**src/rtl/slc3_top.sv**
```systemverilog
// SLC-3: simplified LC-3 processor plus board wrapper.
//   Clk          system clock, every register updates on its rising edge
//   Run          active-low button, leaves HALTED and starts fetching
//   Continue     active-low button, releases PAUSE (press, then release)
//   SW[9:0]      slide switches, readable at address 0xFFFF
//   LED[9:0]     code from the last PAUSE instruction
//   HEX0..HEX3   active-low 7-segment (gfedcba) view of the display register
// Holding both buttons low is an asynchronous reset of everything but the RAM.
module slc3_top #(
  parameter int MEM_DEPTH = 256,
  parameter     MEM_INIT  = ""
) (
  input  logic       Clk,
  input  logic       Run,
  input  logic       Continue,
  input  logic [9:0] SW,
  output logic [9:0] LED,
  output logic [6:0] HEX0,
  output logic [6:0] HEX1,
  output logic [6:0] HEX2,
  output logic [6:0] HEX3
);
  localparam int AW = (MEM_DEPTH > 1) ? $clog2(MEM_DEPTH) : 1;

  typedef enum logic [4:0] {
    HALTED, FETCH1, FETCH2, FETCH3, FETCH4, DECODE,
    EX_ADD, EX_AND, EX_NOT, EX_BR, EX_JMP, EX_JSR1, EX_JSR2,
    EX_LDR1, EX_LDR2, EX_LDR3, EX_LDR4, EX_STR1, EX_STR2,
    PAUSE1, PAUSE2
  } state_t;

  state_t            state_q, state_d;
  logic [15:0]       pc_q, pc_d, ir_q, ir_d, mar_q, mar_d, mdr_q, mdr_d;
  logic [15:0]       sr1_q, sr1_d, sr2_q, sr2_d, disp_q, disp_d;
  logic [2:0]        cc_q, cc_d;
  logic              ben_q, ben_d;
  logic [9:0]        led_q, led_d;
  logic [7:0][15:0]  regs_q, regs_d;

  // Probe-friendly names for the architectural state.
  state_t            State;
  logic [15:0]       PC, IR, MAR, MDR, SR1, SR2, DATAP;
  logic [2:0]        CC;
  logic              BEN;
  logic [3:0][3:0]   hex_4;
  assign State = state_q;
  assign PC    = pc_q;
  assign IR    = ir_q;
  assign MAR   = mar_q;
  assign MDR   = mdr_q;
  assign SR1   = sr1_q;
  assign SR2   = sr2_q;
  assign CC    = cc_q;
  assign BEN   = ben_q;
  assign hex_4 = disp_q;

  logic reset_n;
  assign reset_n = Run | Continue;

  // ---------------- memory ----------------
  logic [15:0] mem [MEM_DEPTH];
  logic [15:0] rdata_q;
  logic        mem_we, wb;
  logic        in_ram;
  assign in_ram = ({16'h0, MAR} < MEM_DEPTH);

  initial for (int i = 0; i < MEM_DEPTH; i++) mem[i] = 16'h0;

  // RAM has no reset so its contents survive a button reset. The read port
  // samples MAR every cycle; the FSM picks the word up one state later.
  always_ff @(posedge Clk) begin
    if (mem_we) mem[MAR[AW-1:0]] <= MDR;
    if (in_ram)                rdata_q <= mem[MAR[AW-1:0]];
    else if (MAR == 16'hFFFF)  rdata_q <= {6'b0, SW};
    else                       rdata_q <= 16'h0;
  end

  function automatic logic [2:0] cc_of(input logic [15:0] v);
    if (v[15])          return 3'b100;
    else if (v == 16'h0) return 3'b010;
    else                return 3'b001;
  endfunction

  // ---------------- control / datapath ----------------
  always_comb begin
    state_d = state_q;  pc_d  = pc_q;  ir_d  = ir_q;  mar_d = mar_q;
    mdr_d   = mdr_q;    cc_d  = cc_q;  ben_d = ben_q; sr1_d = sr1_q;
    sr2_d   = sr2_q;    regs_d = regs_q; led_d = led_q; disp_d = disp_q;
    DATAP   = 16'h0;    mem_we = 1'b0;   wb = 1'b0;
    case (state_q)
      HALTED: if (!Run && Continue) state_d = FETCH1;
      FETCH1: begin DATAP = PC; mar_d = DATAP; pc_d = PC + 16'd1; state_d = FETCH2; end
      FETCH2: state_d = FETCH3;
      FETCH3: begin mdr_d = rdata_q; state_d = FETCH4; end
      FETCH4: begin DATAP = MDR; ir_d = DATAP; state_d = DECODE; end
      DECODE: begin
        ben_d = (IR[11] & CC[2]) | (IR[10] & CC[1]) | (IR[9] & CC[0]);
        // Latch both operands now so every execute state reads registers.
        sr1_d = regs_q[IR[8:6]];
        sr2_d = IR[5] ? {{11{IR[4]}}, IR[4:0]} : regs_q[IR[2:0]];
        case (IR[15:12])
          4'b0001: state_d = EX_ADD;
          4'b0101: state_d = EX_AND;
          4'b1001: state_d = EX_NOT;
          4'b0000: state_d = EX_BR;
          4'b1100: state_d = EX_JMP;
          4'b0100: state_d = EX_JSR1;
          4'b0110: state_d = EX_LDR1;
          4'b0111: state_d = EX_STR1;
          4'b1101: begin led_d = IR[9:0]; state_d = PAUSE1; end
          default: state_d = FETCH1;
        endcase
      end
      EX_ADD:  begin DATAP = SR1 + SR2; wb = 1'b1; state_d = FETCH1; end
      EX_AND:  begin DATAP = SR1 & SR2; wb = 1'b1; state_d = FETCH1; end
      EX_NOT:  begin DATAP = ~SR1;      wb = 1'b1; state_d = FETCH1; end
      EX_BR: begin
        if (BEN) pc_d = PC + {{7{IR[8]}}, IR[8:0]};
        state_d = FETCH1;
      end
      EX_JMP:  begin DATAP = SR1; pc_d = DATAP; state_d = FETCH1; end
      EX_JSR1: begin DATAP = PC; regs_d[7] = DATAP; state_d = EX_JSR2; end
      EX_JSR2: begin pc_d = PC + {{5{IR[10]}}, IR[10:0]}; state_d = FETCH1; end
      EX_LDR1: begin DATAP = SR1 + {{10{IR[5]}}, IR[5:0]}; mar_d = DATAP; state_d = EX_LDR2; end
      EX_LDR2: state_d = EX_LDR3;
      EX_LDR3: begin mdr_d = rdata_q; state_d = EX_LDR4; end
      EX_LDR4: begin DATAP = MDR; wb = 1'b1; state_d = FETCH1; end
      EX_STR1: begin
        DATAP = SR1 + {{10{IR[5]}}, IR[5:0]};
        mar_d = DATAP;
        mdr_d = regs_q[IR[11:9]];
        state_d = EX_STR2;
      end
      EX_STR2: begin
        mem_we = in_ram;
        if (MAR == 16'hFFFF) disp_d = MDR;
        state_d = FETCH1;
      end
      PAUSE1: if (!Continue) state_d = PAUSE2;
      PAUSE2: if (Continue)  state_d = FETCH1;
      default: state_d = HALTED;
    endcase
    if (wb) begin
      regs_d[IR[11:9]] = DATAP;
      cc_d = cc_of(DATAP);
    end
  end

  always_ff @(posedge Clk or negedge reset_n) begin
    if (!reset_n) begin
      state_q <= HALTED;  pc_q  <= '0; ir_q  <= '0; mar_q <= '0; mdr_q <= '0;
      sr1_q   <= '0;      sr2_q <= '0; disp_q <= '0; cc_q <= 3'b010; ben_q <= 1'b0;
      led_q   <= '0;      regs_q <= '0;
    end else begin
      state_q <= state_d; pc_q  <= pc_d;  ir_q  <= ir_d;  mar_q <= mar_d; mdr_q <= mdr_d;
      sr1_q   <= sr1_d;   sr2_q <= sr2_d; disp_q <= disp_d; cc_q <= cc_d; ben_q <= ben_d;
      led_q   <= led_d;   regs_q <= regs_d;
    end
  end

  // ---------------- display ----------------
  function automatic logic [6:0] seg7(input logic [3:0] n);
    case (n)
      4'h0: return 7'h40; 4'h1: return 7'h79; 4'h2: return 7'h24; 4'h3: return 7'h30;
      4'h4: return 7'h19; 4'h5: return 7'h12; 4'h6: return 7'h02; 4'h7: return 7'h78;
      4'h8: return 7'h00; 4'h9: return 7'h10; 4'hA: return 7'h08; 4'hB: return 7'h03;
      4'hC: return 7'h46; 4'hD: return 7'h21; 4'hE: return 7'h06; default: return 7'h0E;
    endcase
  endfunction

  assign LED  = led_q;
  assign HEX0 = seg7(hex_4[0]);
  assign HEX1 = seg7(hex_4[1]);
  assign HEX2 = seg7(hex_4[2]);
  assign HEX3 = seg7(hex_4[3]);
endmodule

```
**config.mk**
```make
export PLATFORM = sky130hd
export DESIGN_NAME = slc3_top
export DESIGN_NICKNAME = d
export VERILOG_FILES = /design/src/rtl/slc3_top.sv
export SDC_FILE = /design/constraint.sdc
export NUM_CORES = 2
export LEC_CHECK = 0
export BUFFER_PORTS_ARGS = -buffer_cell sky130_fd_sc_hd__buf_4
export CELL_PAD_IN_SITES_DETAIL_PLACEMENT = 1
export CELL_PAD_IN_SITES_GLOBAL_PLACEMENT = 2
export CORE_UTILIZATION = 40
export DETAILED_ROUTE_END_ITERATION = 7
export PLACE_DENSITY_LB_ADDON = 0.1
export SLEW_MARGIN = 10
export SYNTH_ARGS = -nofsm -noshare
export SYNTH_HDL_FRONTEND = slang
export SYNTH_MEMORY_MAX_BITS = 65536
export SYNTH_SLANG_ARGS = --single-unit
```
**constraint.sdc**
```tcl
create_clock -name Clk -period 14.07 [get_ports Clk]
set_input_delay 2.1105 -clock Clk [delete_from_list [all_inputs] [get_ports Clk]]
set_output_delay 2.1105 -clock Clk [all_outputs]
set_load 0.02 [all_outputs]
```
==> metrics.csv <==
metric;value;unit
delay-heaviest family, CP;buffers and inverters;
Post-CTS Resized;0;
Post-Synth Simple-Gate Area;0.0214;
post-synth cell types;78;
worst slew pin tran;1.36;ns
max frequency;164;MHz
slowest library cell on the worst path;dfrtp_4;
Clock Sinks;4371;
final setup skew;0.0960;ns
DR WL/cell;36.5;microns
first-pass GRT wire length;741000;microns
crit share post-route;0.435;
Initial Utilization;0.403;
largest net degree at the start of global routing;201;
clock buffer count from CTS;466;
dominant synthesized flop cell;edfxtp_1;
initial antenna violation count;31;
Slew Limit Headroom;0.0939;
CP startpoint kind;flip-flop;
Synth Net Count;8147;
Critical Path AT;6.99;ns
crit-path max FO;83;
Die W;661;microns
Post-CTS Setup Bufs;0;
Ys Warns;0;
EDFF count, synth;4096;
# setup viols final;0;
CP Buf/Inv Count;3;
ANT nets after route;0;
Tot GR Track Use;0.243;
WHS;0.493;ns
register area share after synthesis;0.747;
core area;432000;sq um
Area Overhead vs Synth;14.0;%
Port-buffer cells;50;
unrepaired setup endpoints after global routing;false;
DRC Markers;0;
Vert. Die Dim;661;microns
final design utilization;0.459;
DR vias;86690;
Power Dens Cells;131;nW/um^2
CTS tree;built;
GRT overflow;0;
Setup Crit Path Kind;flip-flop to flip-flop;
vias in the first global route;90669;
Post-Synth Adder-Cell Area;0.00544;
Setup crit end kind;flip-flop;
NumNets Final;8578;
Critical Path RT;14.95;ns
drt initial violations;9464;
H-tree levels;5;
status;completed;
Yosys reg bits;4371;
Slew Limit Fails;0;
hold buffers post-CTS;0;
Hold Path Class;flip-flop to flip-flop;
largest family of logic cells by synthesized area;multiplexers;
area of the mapped netlist;174000;sq um
Worst-path clk slew;0.06;ns
VDD IR max;0.000104;V
Clock Latency Late Sink;1.02;ns
Final Hold Viols;0;
vias per inst;5.94;
fin crit period;6.11;ns
syn_area_per_cell;21.6;sq um
Total Wirelength;533000;microns
# rows;241;
share of cells above drive strength 1;0.319;
CTS Buffer Depth;4;
Max Cap Viol;0;
Root Driver;clkbuf_16;
max incr delay on CP;0.85;ns
post-synthesis mux area share;0.185;
Die Area;437000;sq um
crit-path cells;buf_12, buf_12, buf_4, mux4_2, mux4_2, mux2i_1, o22ai_1, a21oi_1, o21ai_0, a221oi_1, nor2_1;
drt first pass iters;5;
Placer Congestion;0.790;
HPWL Detailed;313000;microns
IO Count;51;
Post-Syn Instances;8061;
Leak Pwr;44.2;nW
FFs w/ async S/R, synth;0.0593;
xor and xnor area share after synthesis;0.00262;
Synth Area in Compound Gates;0.0250;
setup TNS;0;ns
-- path summary, 6_finish.rpt --
kind / from / to / slack, ns / cells past startpoint
max: MAR[0] / rdata_q[9] / 7.96 / 11
min: BEN / BEN / 0.49 / 2
max reg2reg: MAR[0] / rdata_q[9] / 7.96 / 11
min reg2reg: BEN / BEN / 0.49 / 2
max in group asynchronous: Continue / MDR[5] / 10.39 / 4
min in group asynchronous: Run / LED[8] / 1.29 / 2
-- routing by layer --
layer / GRT usage / wire length [microns] / up-vias
met5: 0 / 34 / -
met1: 0.344 / 229000 / 48455
met4: 0.0584 / 13600 / 6
met3: 0.0342 / 30500 / 667
li1: - / - / 34833
met2: 0.402 / 261000 / 2729
-- cell families after synthesis --
logic type / after synthesis
fa+ha+maj: 74
mux: 1495
xor+xnor: 52
simple gates: 863
buf+inv: 519
flops: 4371
compound gates: 687
-- state kept, by name, summed over array words and instances, names as in the netlist, named ones only --
| name | count |
|---|---|
| BEN | 1 |
| CC | 3 |
| IR | 16 |
| LED | 10 |
| MAR | 16 |
| MDR | 16 |
| PC | 16 |
| SR1 | 16 |
| SR2 | 16 |
| State | 5 |
| disp_q | 16 |
| mem | 4096 |
| rdata_q | 16 |
| regs_q | 16 |
-- power by group --
group | switching (mW) | internal, mW | leakage (nW)
registers | 0 | 14.0 | 26.2
logic | 0.0201 | 0.00329 | 10.8
clock network | 5.16 | 6.69 | 7.11
-- cells in the mapped netlist (14+ instances only) --
library cell,count,area share
a21oi_1,112,0.0032
a221oi_1,36,0.0018
a22o_1,37,0.0019
a22oi_1,97,0.0042
buf_1,52,0.0011
buf_2,105,0.0030
buf_4,31,0.0013
buf_6,15,0.00097
clkbuf_1,278,0.0060
dfrtp_1,258,0.037
dfxtp_1,16,0.0018
edfxtp_1,4096,0.71
ha_1,70,0.0050
inv_1,36,0.00078
mux2_2,75,0.0049
mux2i_1,53,0.0031
mux4_2,1367,0.18
nand2_1,315,0.0068
nand2b_1,14,0.00050
nand3_1,35,0.0010
nand4_1,21,0.00076
nor2_1,338,0.0073
nor2b_1,26,0.00094
nor3_1,43,0.0012
o21ai_0,277,0.0080
o22ai_1,19,0.00068
xnor2_1,34,0.0017
xor2_1,18,0.00091
-- cell usage in the layout, fill, tap and decap left out, types with 75 or more instances in the layout --
master	instances
mux2_2	75
clkbuf_1	107
dfrtp_1	230
nor2_1	122
edfxtp_1	4096
clkinv_2	88
nand2_1	301
buf_4	425
nor2_2	164
a22oi_1	97
o21ai_0	277
clkinv_1	110
clkbuf_16	470
a21oi_1	112
mux4_2	1367
-- worst min-delay path, stage by stage, from the launching register on --
cell	delay [ns]
dfrtp_1	0.34
nand2_1	0.05
o21ai_0	0.06
-- metrics by stage --
| stage | std cells | worst slack (ns) | cell area [sq um] | power [mW] |
|---|---|---|---|---|
| after floorplan | 8061 | 7.59 | 174000 | 14.3 |
| after global placement | 13731 | 7.27 | 183000 | 14.3 |
| after detailed placement | 13731 | 7.32 | 183000 | 14.3 |
| after CTS | 14586 | 7.33 | 198000 | 26.1 |
| after global routing | 14590 | 7.40 | 198000 | 26.5 |
| final | 14600 | 7.96 | 198000 | 25.9 |
-- final cells by class --
class / instances / area, sq um
Antenna cell: 11 / 27.5
Timing Repair Buffer: 444 / 3540
Multi-Input combinational cell: 3171 / 42700
Clock buffer: 592 / 12400
Clock inverter: 263 / 2160
Sequential cell: 4371 / 130000
Fill cell: 38702 / 234000
Tap cell: 5710 / 7140
Inverter: 38 / 145
No activity file was read; power rests on OpenSTA's default activity.
